`src/rtl/repsub_div.sv`:
```
// repsub_div: unsigned divider by repeated subtraction.
// Dividend arrives on din with start, divisor on din the next cycle.
// Quotient/remainder are returned with a one-cycle done pulse and held until
// the next accepted start.
module repsub_div #(
    parameter int WIDTH = 16
) (
    input  logic             clk,
    input  logic             rst_n,
    input  logic             start,
    input  logic [WIDTH-1:0] din,
    output logic             busy,
    output logic             done,
    output logic             dz_err,
    output logic [WIDTH-1:0] quot,
    output logic [WIDTH-1:0] rem
);

    typedef enum logic [1:0] {
        IDLE   = 2'd0,
        LOAD_D = 2'd1,
        CALC   = 2'd2,
        DONE   = 2'd3
    } state_t;

    state_t           state_q, state_d;
    logic [WIDTH-1:0] rem_q, rem_d;
    logic [WIDTH-1:0] quot_q, quot_d;
    logic [WIDTH-1:0] div_q, div_d;
    logic             dz_q, dz_d;
    logic             busy_q, busy_d;
    logic             done_q, done_d;

    // Next-state and datapath updates; busy/done are derived from the next
    // state so they are registered yet aligned with the state they describe.
    always_comb begin
        state_d = state_q;
        rem_d   = rem_q;
        quot_d  = quot_q;
        div_d   = div_q;
        dz_d    = dz_q;
        case (state_q)
            IDLE: begin
                if (start) begin
                    rem_d   = din;
                    quot_d  = '0;
                    dz_d    = 1'b0;
                    state_d = LOAD_D;
                end
            end
            LOAD_D: begin
                div_d = din;
                if (din == '0) begin
                    // Divide by zero: saturate quotient, keep dividend in rem.
                    dz_d    = 1'b1;
                    quot_d  = '1;
                    state_d = DONE;
                end else begin
                    state_d = CALC;
                end
            end
            CALC: begin
                if (rem_q >= div_q) begin
                    rem_d  = rem_q - div_q;
                    quot_d = quot_q + WIDTH'(1);
                end else begin
                    state_d = DONE;
                end
            end
            DONE: begin
                state_d = IDLE;
            end
            default: begin
                state_d = IDLE;
            end
        endcase
        busy_d = (state_d != IDLE);
        done_d = (state_d == DONE);
    end

    // State and result registers with synchronous active-low reset.
    always_ff @(posedge clk) begin
        if (!rst_n) begin
            state_q <= IDLE;
            rem_q   <= '0;
            quot_q  <= '0;
            div_q   <= '0;
            dz_q    <= 1'b0;
            busy_q  <= 1'b0;
            done_q  <= 1'b0;
        end else begin
            state_q <= state_d;
            rem_q   <= rem_d;
            quot_q  <= quot_d;
            div_q   <= div_d;
            dz_q    <= dz_d;
            busy_q  <= busy_d;
            done_q  <= done_d;
        end
    end

    assign busy   = busy_q;
    assign done   = done_q;
    assign dz_err = dz_q;
    assign quot   = quot_q;
    assign rem    = rem_q;

endmodule

```
`config.mk`:
```
export PLATFORM = sky130hd
export DESIGN_NAME = repsub_div
export DESIGN_NICKNAME = d
export VERILOG_FILES = /design/src/rtl/repsub_div.sv
export SDC_FILE = /design/constraint.sdc
export NUM_CORES = 1
export LEC_CHECK = 0
export ABC_AREA = 1
export BUFFER_PORTS_ARGS = -buffer_cell sky130_fd_sc_hd__buf_2
export CORE_ASPECT_RATIO = 0.7
export CORE_MARGIN = 5
export CORE_UTILIZATION = 44
export CTS_BUF_LIST = sky130_fd_sc_hd__clkbuf_16
export DETAILED_ROUTE_END_ITERATION = 10
export PLACE_DENSITY_LB_ADDON = 0.05
export SETUP_SLACK_MARGIN = 0.02
export SLEW_MARGIN = 20
export SYNTH_ARGS = -nofsm -noshare
export SYNTH_HDL_FRONTEND = slang
export SYNTH_SLANG_ARGS = --single-unit
```
`constraint.sdc`:
```
create_clock -name clk -period 2.7 [get_ports clk]
set_input_delay 0.54 -clock clk [delete_from_list [all_inputs] [get_ports clk]]
set_output_delay 0.54 -clock clk [all_outputs]
set_load 0.01 [all_outputs]
```
==> flow_summary.html <==
<table>
<tr><th>Metric</th><th>Value</th></tr>
<tr><th colspan="2">Run status</th></tr>
<tr><td>Status</td><td>complete, no violations</td></tr>
<tr><th colspan="2">Timing</th></tr>
<tr><td>Final hold viol count</td><td>0</td></tr>
<tr><td>Final count of negative-setup-slack endpoints</td><td>0</td></tr>
<tr><td>Worst-Margin Slew</td><td>486 ps</td></tr>
<tr><td>Max frequency</td><td>440 MHz</td></tr>
<tr><td>Period utilisation layout</td><td>84.1%</td></tr>
<tr><td>Clock skew</td><td>6.63 ps</td></tr>
<tr><td>Unrepaired setup endpoints after global routing</td><td>false</td></tr>
<tr><td>Final-layout setup total negative slack</td><td>0 ps</td></tr>
<tr><td>Max-slew headroom at the worst pin</td><td>67.4%</td></tr>
<tr><td>Number of slew-limit violations in the final report</td><td>0</td></tr>
<tr><td>Final worst path period need</td><td>2270 ps</td></tr>
<tr><th colspan="2">Critical path</th></tr>
<tr><td>Critical-path maximum fanout</td><td>12</td></tr>
<tr><td>Capturing element type of the critical path</td><td>register</td></tr>
<tr><td>Top Family by Delay on Critical Path</td><td>simple AND/OR/NAND/NOR gates</td></tr>
<tr><td>Cells traversed along the worst timing path</td><td>inv_1, ha_1, fa_1, inv_1, nand2_1, nand2_1, nand3_2, nand3_2, nand2_2, nand3_4, nand2_2, nor2_4, nand2_1, a21oi_1</td></tr>
<tr><td>Delay of the slowest critical-path stage</td><td>370 ps</td></tr>
<tr><td>Data arrival at the endpoint of the critical path</td><td>2510 ps</td></tr>
<tr><td>Required time at the endpoint of the critical path</td><td>2930 ps</td></tr>
<tr><td>Type of origin of the critical path</td><td>register</td></tr>
<tr><td>WS Path Type</td><td>register to register</td></tr>
<tr><td>Most repeated library cell on the critical path</td><td>nand2_1</td></tr>
<tr><td>Cell with the largest stage delay on the worst path</td><td>fa_1</td></tr>
<tr><td>Critical path buffer and inverter count</td><td>2</td></tr>
<tr><th colspan="2">Clock network</th></tr>
<tr><td>Longest Clk Path Bufs</td><td>2</td></tr>
<tr><td>Worst-Skew Late Latency</td><td>300 ps</td></tr>
<tr><td>CTS tree</td><td>built</td></tr>
<tr><td>Resized Gates After CTS</td><td>0</td></tr>
<tr><td>H-tree depth</td><td>2</td></tr>
<tr><td>Number of clock sinks</td><td>53</td></tr>
<tr><td>CTS Root Buffer Type</td><td>clkbuf_16</td></tr>
<tr><td>Number of buffers created by CTS</td><td>5</td></tr>
<tr><td># Post-CTS Setup Buffers</td><td>0</td></tr>
<tr><td>Clock-pin slew of the registers on the worst-case setup and hold paths</td><td>70 ps</td></tr>
<tr><td>Total of hold buffers inserted after clock tree synthesis</td><td>0</td></tr>
<tr><th colspan="2">GRT</th></tr>
<tr><td>Total global routing track utilization</td><td>20.7%</td></tr>
<tr><td>GR Overflow Total</td><td>0</td></tr>
<tr><td>Number of antenna violations at the first check in global routing</td><td>0</td></tr>
<tr><td>Via count of the first global-routing pass</td><td>3558</td></tr>
<tr><td>First-pass GRT wire length</td><td>17800 um</td></tr>
<tr><td>Largest net degree at the start of global routing</td><td>22</td></tr>
<tr><th colspan="2">Synth</th></tr>
<tr><td>Mapped Nets</td><td>650</td></tr>
<tr><td>Post-synth design cell area</td><td>3860 um^2</td></tr>
<tr><td>Mean instance size in the synthesized netlist</td><td>6.34 um^2</td></tr>
<tr><td>Yosys warning count</td><td>0</td></tr>
<tr><td>Number of register bits inferred by synthesis</td><td>53</td></tr>
<tr><td>Largest cells by area after synthesis</td><td>dfxtp_1 27%, nand2_1 17%, inv_1 8.4%</td></tr>
<tr><td>Fraction of the yosys area taken by sequential cells</td><td>27.5%</td></tr>
<tr><td>Unique masters post-synth</td><td>36</td></tr>
<tr><td>Synth top area share</td><td>27.5%</td></tr>
<tr><td>Cell taking the most area after synthesis</td><td>dfxtp_1</td></tr>
<tr><td>Synth Instances</td><td>609</td></tr>
<tr><th colspan="2">Power</th></tr>
<tr><td>Power share of the combinational group</td><td>69.6%</td></tr>
<tr><td>Maximum ir drop on the vdd rail</td><td>0.643 mV</td></tr>
<tr><td>Leakage dissipation</td><td>2.11 nW</td></tr>
<tr><td>Sequential power share</td><td>20.2%</td></tr>
<tr><td>Cell internal pwr</td><td>2.91 mW</td></tr>
<tr><td>Switching part of the total</td><td>53.8%</td></tr>
<tr><td>Switching Power</td><td>3.39 mW</td></tr>
<tr><td>Clk pwr share</td><td>10.2%</td></tr>
<tr><td>Pwr per Cell Area</td><td>1430 nW/um^2</td></tr>
<tr><th colspan="2">Drt</th></tr>
<tr><td>Top layer reached by signal wires</td><td>met4</td></tr>
<tr><td>Avg Vias per Cell</td><td>4.98</td></tr>
<tr><td>Detailed route wirelength on metal2</td><td>3980 um</td></tr>
<tr><td>Count of routing violations after the opening detailed-route iteration</td><td>269</td></tr>
<tr><td>Via total after detailed routing</td><td>3888</td></tr>
<tr><td>Drt first pass iters</td><td>5</td></tr>
<tr><td>Overall routed net length</td><td>10700 um</td></tr>
<tr><td>DRC</td><td>0</td></tr>
<tr><td>M1 WL</td><td>5870 um</td></tr>
<tr><td>Met3 wire len</td><td>818 um</td></tr>
<tr><td>Post-detailed-route count of antenna-violating nets</td><td>0</td></tr>
<tr><td>Average detailed-routed wire length per instance</td><td>13.7 um</td></tr>
<tr><th colspan="2">Place</th></tr>
<tr><td>Half-perimeter wire length after placement</td><td>8350 um</td></tr>
<tr><td>RePlAce Congestion</td><td>0.901</td></tr>
<tr><td>Port Buffers</td><td>53</td></tr>
<tr><th colspan="2">Floorplanning</th></tr>
<tr><td>Starting density of the core</td><td>45.4%</td></tr>
<tr><td>Full die area</td><td>10800 um^2</td></tr>
<tr><td>Die boundary height</td><td>88.4 um</td></tr>
<tr><td>Standard cell core area</td><td>8510 um^2</td></tr>
<tr><td>Die width</td><td>122 um</td></tr>
<tr><td>Std cell rows</td><td>28</td></tr>
<tr><td>Ports</td><td>54</td></tr>
<tr><th colspan="2">Final layout</th></tr>
<tr><td>Most common cell after layout, fill and taps aside</td><td>nand2_1</td></tr>
<tr><td>Number of inserted filler cells in the final layout</td><td>924</td></tr>
<tr><td>Layout Utilization</td><td>51.6%</td></tr>
<tr><td>Antenna fix cells</td><td>0</td></tr>
<tr><td>Layout Nets</td><td>701</td></tr>
<tr><td>Share of final-layout standard cells stronger than drive strength 1</td><td>17.2%</td></tr>
<tr><td>Commonest non-fill, non-tap cells in the layout</td><td>176 x nand2_1, 87 x inv_1, 61 x a21oi_1, 53 x dfxtp_1, 53 x buf_2</td></tr>
<tr><td>Synthesis-to-layout area growth</td><td>13.7%</td></tr>
<tr><th colspan="2">Worst hold path</th></tr>
<tr><td>Type of the worst min-delay path</td><td>register to register</td></tr>
<tr><th colspan="2">Job</th></tr>
<tr><td>Max cap viols</td><td>0</td></tr>
</table>
==> worst reg2reg max path: stages (launching register included) <==
cell and delay [ps]:
dfxtp_1 330, inv_1 50, ha_1 220, fa_1 370, inv_1 90, nand2_1 90, nand2_1 90, nand3_2 80
nand3_2 80, nand2_2 60, nand3_4 130, nand2_2 80, nor2_4 310, nand2_1 110, a21oi_1 130
==> path summary, 6_finish.rpt <==
path / cells past startpoint / slack (ps) / endpoint / from
worst max register to register: 14 / 430 / rem[4]$_SDFFE_PN0P_ / rem[0]$_SDFFE_PN0P_
worst min-delay path: 2 / 470 / div_q[6]$_SDFFE_PN0P_ / div_q[6]$_SDFFE_PN0P_
worst min register to register: 2 / 470 / div_q[6]$_SDFFE_PN0P_ / div_q[6]$_SDFFE_PN0P_
worst max-delay path: 14 / 430 / rem[4]$_SDFFE_PN0P_ / rem[0]$_SDFFE_PN0P_
==> cells in the mapped netlist <==
cell type / instances
a21oi_1: 61
a21oi_2: 12
a21oi_4: 1
a31oi_1: 1
and3_1: 1
buf_1: 2
buf_4: 2
buf_6: 3
buf_8: 1
clkbuf_1: 13
clkinv_1: 3
dfxtp_1: 53
fa_1: 1
ha_1: 21
inv_1: 86
inv_2: 3
mux2i_1: 2
nand2_1: 176
nand2_2: 14
nand2_4: 1
nand3_1: 35
nand3_2: 4
nand3_4: 2
nand3b_1: 3
nand4_1: 10
nor2_1: 47
nor2_2: 1
nor2_4: 2
nor3_1: 3
nor3_4: 1
o211ai_1: 3
o21ai_0: 29
o21bai_1: 5
or2_2: 1
xnor2_1: 2
xor2_1: 4
==> cell type report <==
type / instances / area, um^2 / area share [%]
clock inverters: 3 / 18.8 / 0.427
clock buffers: 5 / 125 / 2.85
flip-flops and latches: 53 / 1060 / 24.2
repair buffers: 65 / 355 / 8.09
inverters: 92 / 345 / 7.86
multi-input cells: 443 / 2340 / 53.2
well taps: 120 / 150 / 3.42
==> layer usage <==
metal,up-vias,global-route usage (%)
met2,102,28.2
li1,2048,-
met4,0,3.26
met3,5,4.54
met5,-,0
met1,1733,33.2
==> sequential cells by signal (all words and copies together) (netlist names) <==
name / cells
done: 1
state_q: 2
dz_err: 1
rem: 16
busy: 1
div_q: 16
quot: 16
==> cell families after synthesis <==
logic type,share of synthesized area (%)
simple gates,34.8
buf+inv,12.0
compound gates,16.5
flops,27.5
fa+ha+maj,7.32
xor+xnor,1.36
mux,0.518
==> metrics by stage <==
stage	std cells	instance area, um^2	total power, mW	hold slack (ps)	setup WS (ps)
after floorplan	609	3860	4.69	437	645
after global placement	773	4250	5.61	452	544
after detailed placement	773	4250	5.64	458	453
after CTS	781	4390	6.32	468	438
after global routing	781	4390	7.02	492	263
final	781	4390	6.30	468	428
==> power by group through the flow <==
stage | Sequential, mW | Combinational, mW | Clock, mW
final | 1.27 | 4.39 | 0.646
after global routing | 1.31 | 5.00 | 0.711
after CTS | 1.27 | 4.38 | 0.668
after detailed placement | 1.29 | 4.35 | 0
after global placement | 1.28 | 4.33 | 0
after floorplan | 1.32 | 3.38 | 0
No activity file was read; power rests on OpenSTA's default activity.
